[src/rtl/ov7725_cfg_pkg.sv]
// Shared types and constants for the OV7725 SCCB configuration sequencer.
// The SRST state exists only when OV7725_CFG_SRST_WAIT_EN is defined.
package ov7725_cfg_pkg;

    typedef enum logic [2:0] {
        ST_PWRUP = 3'd0,
        ST_LOAD  = 3'd1,
        ST_XFER  = 3'd2,
        ST_GAP   = 3'd3,
`ifdef OV7725_CFG_SRST_WAIT_EN
        ST_SRST  = 3'd4,
`endif
        ST_DONE  = 3'd5,
        ST_IDLE  = 3'd6
    } cfg_state_t;

    localparam logic        SCCB_WR_BIT    = 1'b0;
    localparam logic [15:0] SRST_ENTRY     = 16'h1280;
    localparam logic [15:0] LUT_TERMINATOR = 16'h0000;

    // Quarter-bit layout of one 3-phase write: 2 start + 27*4 data + 3 stop.
    localparam logic [6:0] START_QTRS = 7'd2;
    localparam logic [6:0] STOP_QTR0  = 7'd110;
    localparam logic [6:0] XFER_QTRS  = 7'd113;

    function automatic int max3(input int a, input int b, input int c);
        int m;
        m = (a > b) ? a : b;
        return (m > c) ? m : c;
    endfunction

endpackage

[src/rtl/ov7725_cfg_sequencer_engine.sv]
// SCCB 3-phase write bit engine: start, 3 x (8 data + don't-care), stop,
// advancing one quarter-bit per tick. Outputs are registered.
module sccb_write_engine
    import ov7725_cfg_pkg::*;
(
    input  logic        clk,
    input  logic        rst,
    input  logic        tick_i,
    input  logic        go_i,
    input  logic [23:0] wr_bytes_i,
    output logic        sio_c_o,
    output logic        sio_d_oe_o,
    output logic        eng_done_o
);

    logic        active_q;
    logic [6:0]  qcnt_q;
    logic [26:0] frame;
    logic [6:0]  qrel;
    logic [4:0]  bit_idx;
    logic        c_d;
    logic        oe_d;

    // A 1 in the frame means "release SIO_D"; the 9th bit of each phase is the don't-care.
    assign frame   = {wr_bytes_i[23:16], 1'b1, wr_bytes_i[15:8], 1'b1, wr_bytes_i[7:0], 1'b1};
    assign qrel    = qcnt_q - START_QTRS;
    assign bit_idx = qrel[6:2];

    always_comb begin
        c_d  = 1'b1;
        oe_d = 1'b0;
        if (qcnt_q < START_QTRS) begin
            c_d  = 1'b1;
            oe_d = 1'b1;
        end else if (qcnt_q < STOP_QTR0) begin
            c_d  = qrel[1];
            oe_d = ~frame[5'd26 - bit_idx];
        end else if (qcnt_q == STOP_QTR0) begin
            c_d  = 1'b0;
            oe_d = 1'b1;
        end else if (qcnt_q == STOP_QTR0 + 7'd1) begin
            c_d  = 1'b1;
            oe_d = 1'b1;
        end
    end

    always_ff @(posedge clk or posedge rst) begin
        if (rst) begin
            active_q   <= 1'b0;
            qcnt_q     <= '0;
            sio_c_o    <= 1'b1;
            sio_d_oe_o <= 1'b0;
            eng_done_o <= 1'b0;
        end else begin
            eng_done_o <= 1'b0;
            if (!active_q) begin
                if (go_i) begin
                    active_q <= 1'b1;
                    qcnt_q   <= '0;
                end
            end else if (tick_i) begin
                if (qcnt_q == XFER_QTRS) begin
                    active_q   <= 1'b0;
                    eng_done_o <= 1'b1;
                    sio_c_o    <= 1'b1;
                    sio_d_oe_o <= 1'b0;
                end else begin
                    sio_c_o    <= c_d;
                    sio_d_oe_o <= oe_d;
                    qcnt_q     <= qcnt_q + 7'd1;
                end
            end
        end
    end

endmodule

[src/rtl/ov7725_cfg_sequencer.sv]
// OV7725 register-table sequencer: walks the LUT and writes every entry over SCCB.
// Define OV7725_CFG_SRST_WAIT_EN to add a settle wait after the COM7 soft-reset entry.
module ov7725_cfg_sequencer
    import ov7725_cfg_pkg::*;
#(
    parameter int CLK_FREQ_HZ  = 100_000_000,
    parameter int SCCB_FREQ_HZ = 100_000,
    parameter int START_IDX    = 2,
    parameter int LUT_SIZE     = 4,
    parameter int PWRUP_CYCLES = 1_000_000,
    parameter int GAP_CYCLES   = 1000,
    parameter int SRST_CYCLES  = 1_000_000
) (
    input  logic        clk,
    input  logic        rst,
    input  logic        start,
    output logic [7:0]  lut_index,
    input  logic [15:0] lut_data,
    input  logic [7:0]  slave_addr,
    output logic        sio_c,
    output logic        sio_d_oe,
    output logic        busy,
    output logic        cfg_done
);

    localparam int QDIV_RAW = CLK_FREQ_HZ / (4 * SCCB_FREQ_HZ);
    localparam int QDIV     = (QDIV_RAW < 1) ? 1 : QDIV_RAW;
    localparam int TICK_W   = $clog2(QDIV + 1);
    localparam int WAIT_MAX = max3(PWRUP_CYCLES, GAP_CYCLES, SRST_CYCLES);
    localparam int WAIT_W   = $clog2(WAIT_MAX + 1);
    localparam int LAST_IDX = START_IDX + LUT_SIZE - 1;

    localparam logic [7:0]        START_IDX_B = 8'(START_IDX);
    localparam logic [TICK_W-1:0] TICK_LAST   = TICK_W'(QDIV - 1);
    localparam logic [WAIT_W-1:0] PWRUP_LAST  = WAIT_W'(PWRUP_CYCLES - 1);
    localparam logic [WAIT_W-1:0] GAP_LAST    = WAIT_W'(GAP_CYCLES - 1);
`ifdef OV7725_CFG_SRST_WAIT_EN
    localparam logic [WAIT_W-1:0] SRST_LAST   = WAIT_W'(SRST_CYCLES - 1);
`endif

    cfg_state_t        state_q;
    logic [WAIT_W-1:0] wait_q;
    logic [TICK_W-1:0] tick_cnt_q;
    logic              tick_q;
    logic [7:0]        lut_index_q;
    logic [23:0]       wr_bytes_q;
    logic              go_q;
    logic              busy_q;
    logic              cfg_done_q;
    logic              eng_done;

    always_ff @(posedge clk or posedge rst) begin
        if (rst) begin
            tick_cnt_q <= '0;
            tick_q     <= 1'b0;
        end else if (tick_cnt_q == TICK_LAST) begin
            tick_cnt_q <= '0;
            tick_q     <= 1'b1;
        end else begin
            tick_cnt_q <= tick_cnt_q + TICK_W'(1);
            tick_q     <= 1'b0;
        end
    end

    always_ff @(posedge clk or posedge rst) begin
        if (rst) begin
            state_q     <= ST_PWRUP;
            wait_q      <= '0;
            lut_index_q <= START_IDX_B;
            wr_bytes_q  <= '0;
            go_q        <= 1'b0;
            busy_q      <= 1'b0;
            cfg_done_q  <= 1'b0;
        end else begin
            go_q <= 1'b0;
            case (state_q)
                ST_PWRUP: begin
                    busy_q <= 1'b1;
                    if (wait_q == PWRUP_LAST) begin
                        wait_q  <= '0;
                        state_q <= ST_LOAD;
                    end else begin
                        wait_q <= wait_q + WAIT_W'(1);
                    end
                end
                ST_LOAD: begin
                    if (lut_data == LUT_TERMINATOR || int'(lut_index_q) > LAST_IDX) begin
                        state_q    <= ST_DONE;
                        busy_q     <= 1'b0;
                        cfg_done_q <= 1'b1;
                    end else begin
                        wr_bytes_q <= {(slave_addr & 8'hFE) | {7'd0, SCCB_WR_BIT}, lut_data};
                        go_q       <= 1'b1;
                        state_q    <= ST_XFER;
                    end
                end
                ST_XFER: begin
                    if (eng_done) begin
                        lut_index_q <= lut_index_q + 8'd1;
                        wait_q      <= '0;
`ifdef OV7725_CFG_SRST_WAIT_EN
                        state_q     <= (wr_bytes_q[15:0] == SRST_ENTRY) ? ST_SRST : ST_GAP;
`else
                        state_q     <= ST_GAP;
`endif
                    end
                end
`ifdef OV7725_CFG_SRST_WAIT_EN
                // The sensor ignores SCCB while it recovers from a COM7 soft reset.
                ST_SRST: begin
                    if (wait_q == SRST_LAST) begin
                        wait_q  <= '0;
                        state_q <= ST_GAP;
                    end else begin
                        wait_q <= wait_q + WAIT_W'(1);
                    end
                end
`endif
                ST_GAP: begin
                    if (wait_q == GAP_LAST) begin
                        wait_q  <= '0;
                        state_q <= ST_LOAD;
                    end else begin
                        wait_q <= wait_q + WAIT_W'(1);
                    end
                end
                ST_DONE, ST_IDLE: begin
                    if (start) begin
                        state_q     <= ST_PWRUP;
                        wait_q      <= '0;
                        lut_index_q <= START_IDX_B;
                        cfg_done_q  <= 1'b0;
                        busy_q      <= 1'b1;
                    end else begin
                        state_q <= ST_IDLE;
                    end
                end
                default: state_q <= ST_IDLE;
            endcase
        end
    end

    sccb_write_engine u_engine (
        .clk        (clk),
        .rst        (rst),
        .tick_i     (tick_q),
        .go_i       (go_q),
        .wr_bytes_i (wr_bytes_q),
        .sio_c_o    (sio_c),
        .sio_d_oe_o (sio_d_oe),
        .eng_done_o (eng_done)
    );

    assign lut_index = lut_index_q;
    assign busy      = busy_q;
    assign cfg_done  = cfg_done_q;

endmodule

[config.mk]
export PLATFORM = sky130hd
export DESIGN_NAME = ov7725_cfg_sequencer
export DESIGN_NICKNAME = d
export VERILOG_FILES = /design/src/rtl/ov7725_cfg_pkg.sv /design/src/rtl/ov7725_cfg_sequencer_engine.sv /design/src/rtl/ov7725_cfg_sequencer.sv
export SDC_FILE = /design/constraint.sdc
export NUM_CORES = 1
export LEC_CHECK = 0
export CAP_MARGIN = 10
export CORE_MARGIN = 5
export CORE_UTILIZATION = 55
export CTS_BUF_LIST = sky130_fd_sc_hd__clkbuf_8
export DETAILED_ROUTE_END_ITERATION = 8
export GPL_TIMING_DRIVEN = 0
export PLACE_DENSITY = 0.75
export SETUP_SLACK_MARGIN = 0.02
export SLEW_MARGIN = 30
export SYNTH_ARGS = -nofsm -noshare
export SYNTH_HDL_FRONTEND = slang
export SYNTH_SLANG_ARGS = --single-unit
[constraint.sdc]
create_clock -name clk -period 7.3 [get_ports clk]
set_input_delay 1.095 -clock clk [delete_from_list [all_inputs] [get_ports clk]]
set_output_delay 1.095 -clock clk [all_outputs]
set_load 0.01 [all_outputs]
==> impl_metrics.prom <==
# TYPE chip_impl_metric gauge
chip_impl_metric{name="overflow",unit=""} 0
chip_impl_metric{name="placed_cells",unit=""} 551
chip_impl_metric{name="syn-num-nets",unit=""} 450
chip_impl_metric{name="synth.top_cell.area_share",unit=""} 0.442
chip_impl_metric{name="drv_cap",unit=""} 0
chip_impl_metric{name="setup.reg_to_reg.worst_slack",unit="ns"} 4.21
chip_impl_metric{name="postSynthCellCount",unit=""} 411
chip_impl_metric{name="final.setup_skew",unit="ns"} 0.00947
chip_impl_metric{name="routability_cong",unit=""} 0.843
chip_impl_metric{name="num_rows",unit=""} 32
chip_impl_metric{name="critical_path.max_fanout",unit=""} 10
chip_impl_metric{name="globalRouteTotalUtil",unit=""} 0.189
chip_impl_metric{name="synth_warnings",unit=""} 0
chip_impl_metric{name="antenna_cells_inserted",unit=""} 0
chip_impl_metric{name="drt-vias-per-instance",unit=""} 5.66
chip_impl_metric{name="async_flop_share",unit=""} 1.00
chip_impl_metric{name="timing_hold_violations_final",unit=""} 0
chip_impl_metric{name="wire_per_inst",unit="um"} 15.0
chip_impl_metric{name="layout-drive-gt1-share",unit=""} 0.157
chip_impl_info{name="startpoint_type",value="primary input"} 1
chip_impl_metric{name="postCtsResizedCells",unit=""} 0
chip_impl_metric{name="finalCritPeriodShare",unit=""} 0.433
chip_impl_metric{name="fmaxAchievable",unit="MHz"} 316
chip_impl_metric{name="grt_start_max_net_pins",unit=""} 47
chip_impl_metric{name="hold_buffers",unit=""} 0
chip_impl_metric{name="chipHeight",unit="um"} 97.8
chip_impl_metric{name="multi_input_area",unit="mm^2"} 0.00216
chip_impl_metric{name="layout.nets",unit=""} 499
chip_impl_metric{name="wp_data_required",unit="ns"} 7.54
chip_impl_metric{name="cts_buffers",unit=""} 9
chip_impl_metric{name="power_leakage",unit="nW"} 2.27
chip_impl_info{name="root_buffer",value="sky130_fd_sc_hd__clkbuf_8"} 1
chip_impl_metric{name="final.setup.tns",unit="ns"} 0
chip_impl_info{name="cts_tree",value="built"} 1
chip_impl_metric{name="hold_depth",unit=""} 2
chip_impl_metric{name="clock_tree_buffer_depth",unit=""} 2
chip_impl_metric{name="final_antenna_net_count",unit=""} 0
chip_impl_metric{name="post_synth.cell_area_avg",unit="um^2"} 10.3
chip_impl_metric{name="layoutNonFillerInstCount",unit=""} 566
chip_impl_metric{name="buffer_ports.inserted",unit=""} 37
chip_impl_metric{name="worst_ir_drop_vdd",unit="V"} 0.000153
chip_impl_metric{name="drt-pass1-iter-count",unit=""} 5
chip_impl_metric{name="netlist-cell-type-count",unit=""} 61
chip_impl_metric{name="die_w",unit="um"} 97.8
chip_impl_info{name="critical_path_class",value="primary input to flip-flop"} 1
chip_impl_metric{name="post-route-min-period",unit="ns"} 3.16
chip_impl_metric{name="register_area",unit="mm^2"} 0.00193
chip_impl_metric{name="seq_area_frac_synth",unit=""} 0.455
chip_impl_metric{name="finalCoreUtilization",unit=""} 0.655
chip_impl_info{name="endpoint_kind",value="flip-flop"} 1
chip_impl_info{name="reg2reg_from",value="u_engine.qcnt_q[1]"} 1
chip_impl_metric{name="design.core.area",unit="mm^2"} 0.00761
chip_impl_metric{name="critical_path_arrival",unit="ns"} 3.40
chip_impl_metric{name="cellPowerDensity",unit="mW/mm^2"} 163
chip_impl_info{name="rsz0062_at_grt",value="false"} 1
chip_impl_info{name="run_status",value="finished clean"} 1
chip_impl_metric{name="drv_slew",unit=""} 0
chip_impl_metric{name="drc",unit=""} 0
chip_impl_metric{name="io_pins",unit=""} 39
chip_impl_metric{name="initial_util",unit=""} 0.558
chip_impl_info{name="worst_hold_path.endpoint",value="u_engine.active_q"} 1
chip_impl_metric{name="cts.repair_timing.setup_buffer_count",unit=""} 0
chip_impl_metric{name="relSlewSlack",unit=""} 0.601
chip_impl_metric{name="drt_wl_total",unit="um"} 8500
chip_impl_metric{name="yosys_register_bits",unit=""} 77
chip_impl_metric{name="clk_transition_reported_paths",unit="ns"} 0.08
chip_impl_metric{name="grt_first_pass_wirelength",unit="um"} 15000
chip_impl_info{name="synthTopCellsByArea",value="sky130_fd_sc_hd__dfrtp_1, sky130_fd_sc_hd__mux2_2, sky130_fd_sc_hd__nor2_1"} 1
chip_impl_metric{name="grt_antenna_before_repair",unit=""} 0
chip_impl_metric{name="grt_pass1_vias",unit=""} 3141
chip_impl_info{name="synth-main-ff-cell",value="sky130_fd_sc_hd__dfrtp_1"} 1
chip_impl_metric{name="post_synth_instance_area",unit="mm^2"} 0.00424
chip_impl_metric{name="cts.sink_count",unit=""} 77
chip_impl_info{name="timing.hold.worst.class",value="flip-flop to flip-flop"} 1
chip_impl_metric{name="drtIter0Drc",unit=""} 112
chip_impl_metric{name="cts.htree.levels",unit=""} 3
chip_impl_metric{name="rr_worst_depth",unit=""} 12
chip_impl_metric{name="synth_edf_count",unit=""} 0
chip_impl_metric{name="clock_insertion_delay_worst_skew",unit="ns"} 0.35
chip_impl_metric{name="die_area",unit="mm^2"} 0.00957
chip_impl_metric{name="setup_viol_count_final",unit=""} 0
chip_impl_metric{name="via_count",unit=""} 3204
chip_impl_metric{name="max_slew.worst_pin.slew",unit="ns"} 0.598
chip_impl_metric{name="syn_to_final_growth",unit="%"} 17.5
chip_impl_metric{name="dp_hpwl",unit="um"} 6120
chip_impl_metric{name="nFillCells",unit=""} 609
chip_impl_info{name="hp-start",value="go_q"} 1
chip_impl_info{name="r2r_end",value="u_engine.sio_d_oe_o"} 1
chip_impl_info{name="yosysTopAreaCell",value="sky130_fd_sc_hd__dfrtp_1"} 1
[logic make-up (layout without fill, tap and decap cells)]
logic type | count (synthesis) | count (layout) | synth area share
simple gates | 159 | 159 | 0.204
flops | 77 | 77 | 0.455
compound gates | 62 | 62 | 0.101
xor+xnor | 34 | 34 | 0.0720
mux | 34 | 34 | 0.0968
buf+inv | 33 | 86 | 0.0357
fa+ha+maj | 12 | 12 | 0.0354
[metal layers]
metal | vias to the layer above | GRT usage | share of wire
met3 | 11 | 0.0464 | 0.042
met1 | 1574 | 0.253 | 0.46
met2 | 61 | 0.307 | 0.48
li1 | 1558 | - | -
met5 | - | 0 | 0
met4 | 0 | 0.0575 | 0.014
[registers in the layout (all words and copies together), names as in the netlist]
| signal | count |
|---|---|
| cfg_done | 1 |
| tick_q | 1 |
| go_q | 1 |
| wr_bytes_q | 23 |
| busy | 1 |
| u_engine.sio_c_o | 1 |
| u_engine.eng_done_o | 1 |
| wait_q | 20 |
| lut_index | 8 |
| u_engine.active_q | 1 |
| u_engine.sio_d_oe_o | 1 |
| u_engine.qcnt_q | 7 |
| state_q | 3 |
| tick_cnt_q | 8 |
[worst max-delay path, cell delays in order]
cell,delay [ns]
sky130_fd_sc_hd__clkdlybuf4s50_1,0.43
sky130_fd_sc_hd__nor4_1,0.42
sky130_fd_sc_hd__nand4_1,0.19
sky130_fd_sc_hd__nand4_1,0.19
sky130_fd_sc_hd__nand2b_1,0.13
sky130_fd_sc_hd__clkbuf_1,0.25
sky130_fd_sc_hd__buf_2,0.32
sky130_fd_sc_hd__mux2_2,0.37
[final cells by class]
class / count / share of cell area
buffer: 18 / 0.0191
multi-input combinational: 301 / 0.434
clock buffer: 10 / 0.0276
inverter: 15 / 0.0118
tap: 102 / 0.0256
timing repair buffer: 38 / 0.0783
clock inverter: 5 / 0.0168
sequential: 77 / 0.387
[placed cells by master (no fill, tap or decap), types with 3 or more instances in the layout]
cell / netlist / routed
sky130_fd_sc_hd__o31ai_1: 4 / 4
sky130_fd_sc_hd__buf_2: 7 / 7
sky130_fd_sc_hd__mux2i_1: 5 / 5
sky130_fd_sc_hd__and2_1: 6 / 6
sky130_fd_sc_hd__nor4bb_1: 3 / 3
sky130_fd_sc_hd__clkbuf_1: 7 / 7
sky130_fd_sc_hd__xor2_1: 22 / 22
sky130_fd_sc_hd__nor2_1: 55 / 55
sky130_fd_sc_hd__mux2_2: 26 / 26
sky130_fd_sc_hd__clkbuf_8: 0 / 10
sky130_fd_sc_hd__nand2_1: 23 / 23
sky130_fd_sc_hd__and4_1: 3 / 3
sky130_fd_sc_hd__a211oi_1: 3 / 3
sky130_fd_sc_hd__clkdlybuf4s50_1: 0 / 37
sky130_fd_sc_hd__buf_4: 3 / 3
sky130_fd_sc_hd__nor3_1: 4 / 4
sky130_fd_sc_hd__nand2b_1: 4 / 4
sky130_fd_sc_hd__nor4_1: 5 / 5
sky130_fd_sc_hd__and3_1: 5 / 5
sky130_fd_sc_hd__nand4_1: 8 / 8
sky130_fd_sc_hd__a21oi_1: 11 / 11
sky130_fd_sc_hd__xnor2_1: 11 / 11
sky130_fd_sc_hd__o21ai_0: 13 / 13
sky130_fd_sc_hd__a31oi_1: 3 / 3
sky130_fd_sc_hd__ha_1: 12 / 12
sky130_fd_sc_hd__nand3_1: 19 / 19
sky130_fd_sc_hd__nor2b_1: 6 / 6
sky130_fd_sc_hd__inv_1: 15 / 14
sky130_fd_sc_hd__mux4_2: 3 / 3
sky130_fd_sc_hd__a21o_1: 4 / 4
sky130_fd_sc_hd__a22o_1: 7 / 7
sky130_fd_sc_hd__dfrtp_1: 75 / 75
[where the power goes]
part / total [mW] / switching (mW) / leakage, nW / internal, mW
clock: 0.361 / 0.160 / 0.105 / 0.201
sequential: 0.426 / 0 / 1.03 / 0.426
combinational: 0.0258 / 0.0125 / 1.14 / 0.0134
[Yosys cell counts, types with 5 or more instances]
cell	n
sky130_fd_sc_hd__clkbuf_1	7
sky130_fd_sc_hd__xor2_1	22
sky130_fd_sc_hd__nand2_1	23
sky130_fd_sc_hd__nor4_1	5
sky130_fd_sc_hd__inv_1	15
sky130_fd_sc_hd__o21ai_0	13
sky130_fd_sc_hd__nor2b_1	6
sky130_fd_sc_hd__xnor2_1	11
sky130_fd_sc_hd__dfrtp_1	75
sky130_fd_sc_hd__mux2i_1	5
sky130_fd_sc_hd__nand4_1	8
sky130_fd_sc_hd__ha_1	12
sky130_fd_sc_hd__mux2_2	26
sky130_fd_sc_hd__and2_1	6
sky130_fd_sc_hd__nand3_1	19
sky130_fd_sc_hd__a21oi_1	11
sky130_fd_sc_hd__buf_2	7
sky130_fd_sc_hd__a22o_1	7
sky130_fd_sc_hd__and3_1	5
sky130_fd_sc_hd__nor2_1	55
[stage by stage]
| step | setup WS, ns | hold slack [ns] | cell area, um^2 | power, mW |
|---|---|---|---|---|
| floorplan | 4.24 | 0.443 | 4240 | 0.442 |
| global placement | 2.99 | 0.465 | 4740 | 0.459 |
| detailed placement | 3.75 | 0.474 | 4760 | 0.461 |
| CTS | 4.13 | 0.491 | 4980 | 0.825 |
| global route | 3.98 | 0.519 | 4980 | 0.844 |
| finish | 4.14 | 0.491 | 4980 | 0.813 |
[worst max path at each step]
stage | endpoint | cells after the start | slack [ns] | from
2_1_floorplan | busy | 1 | 4.24 | rst
3_3_place_gp | lut_index[3] | 2 | 2.99 | rst
3_5_place_dp | wr_bytes_q[17] | 8 | 3.75 | lut_data[10]
4_1_cts | wr_bytes_q[17] | 8 | 4.13 | lut_data[10]
5_1_grt | u_engine.sio_d_oe_o | 12 | 3.98 | u_engine.qcnt_q[1]
6_report | wr_bytes_q[17] | 8 | 4.14 | lut_data[10]
Note: power is estimated with default switching activity, not from simulation.
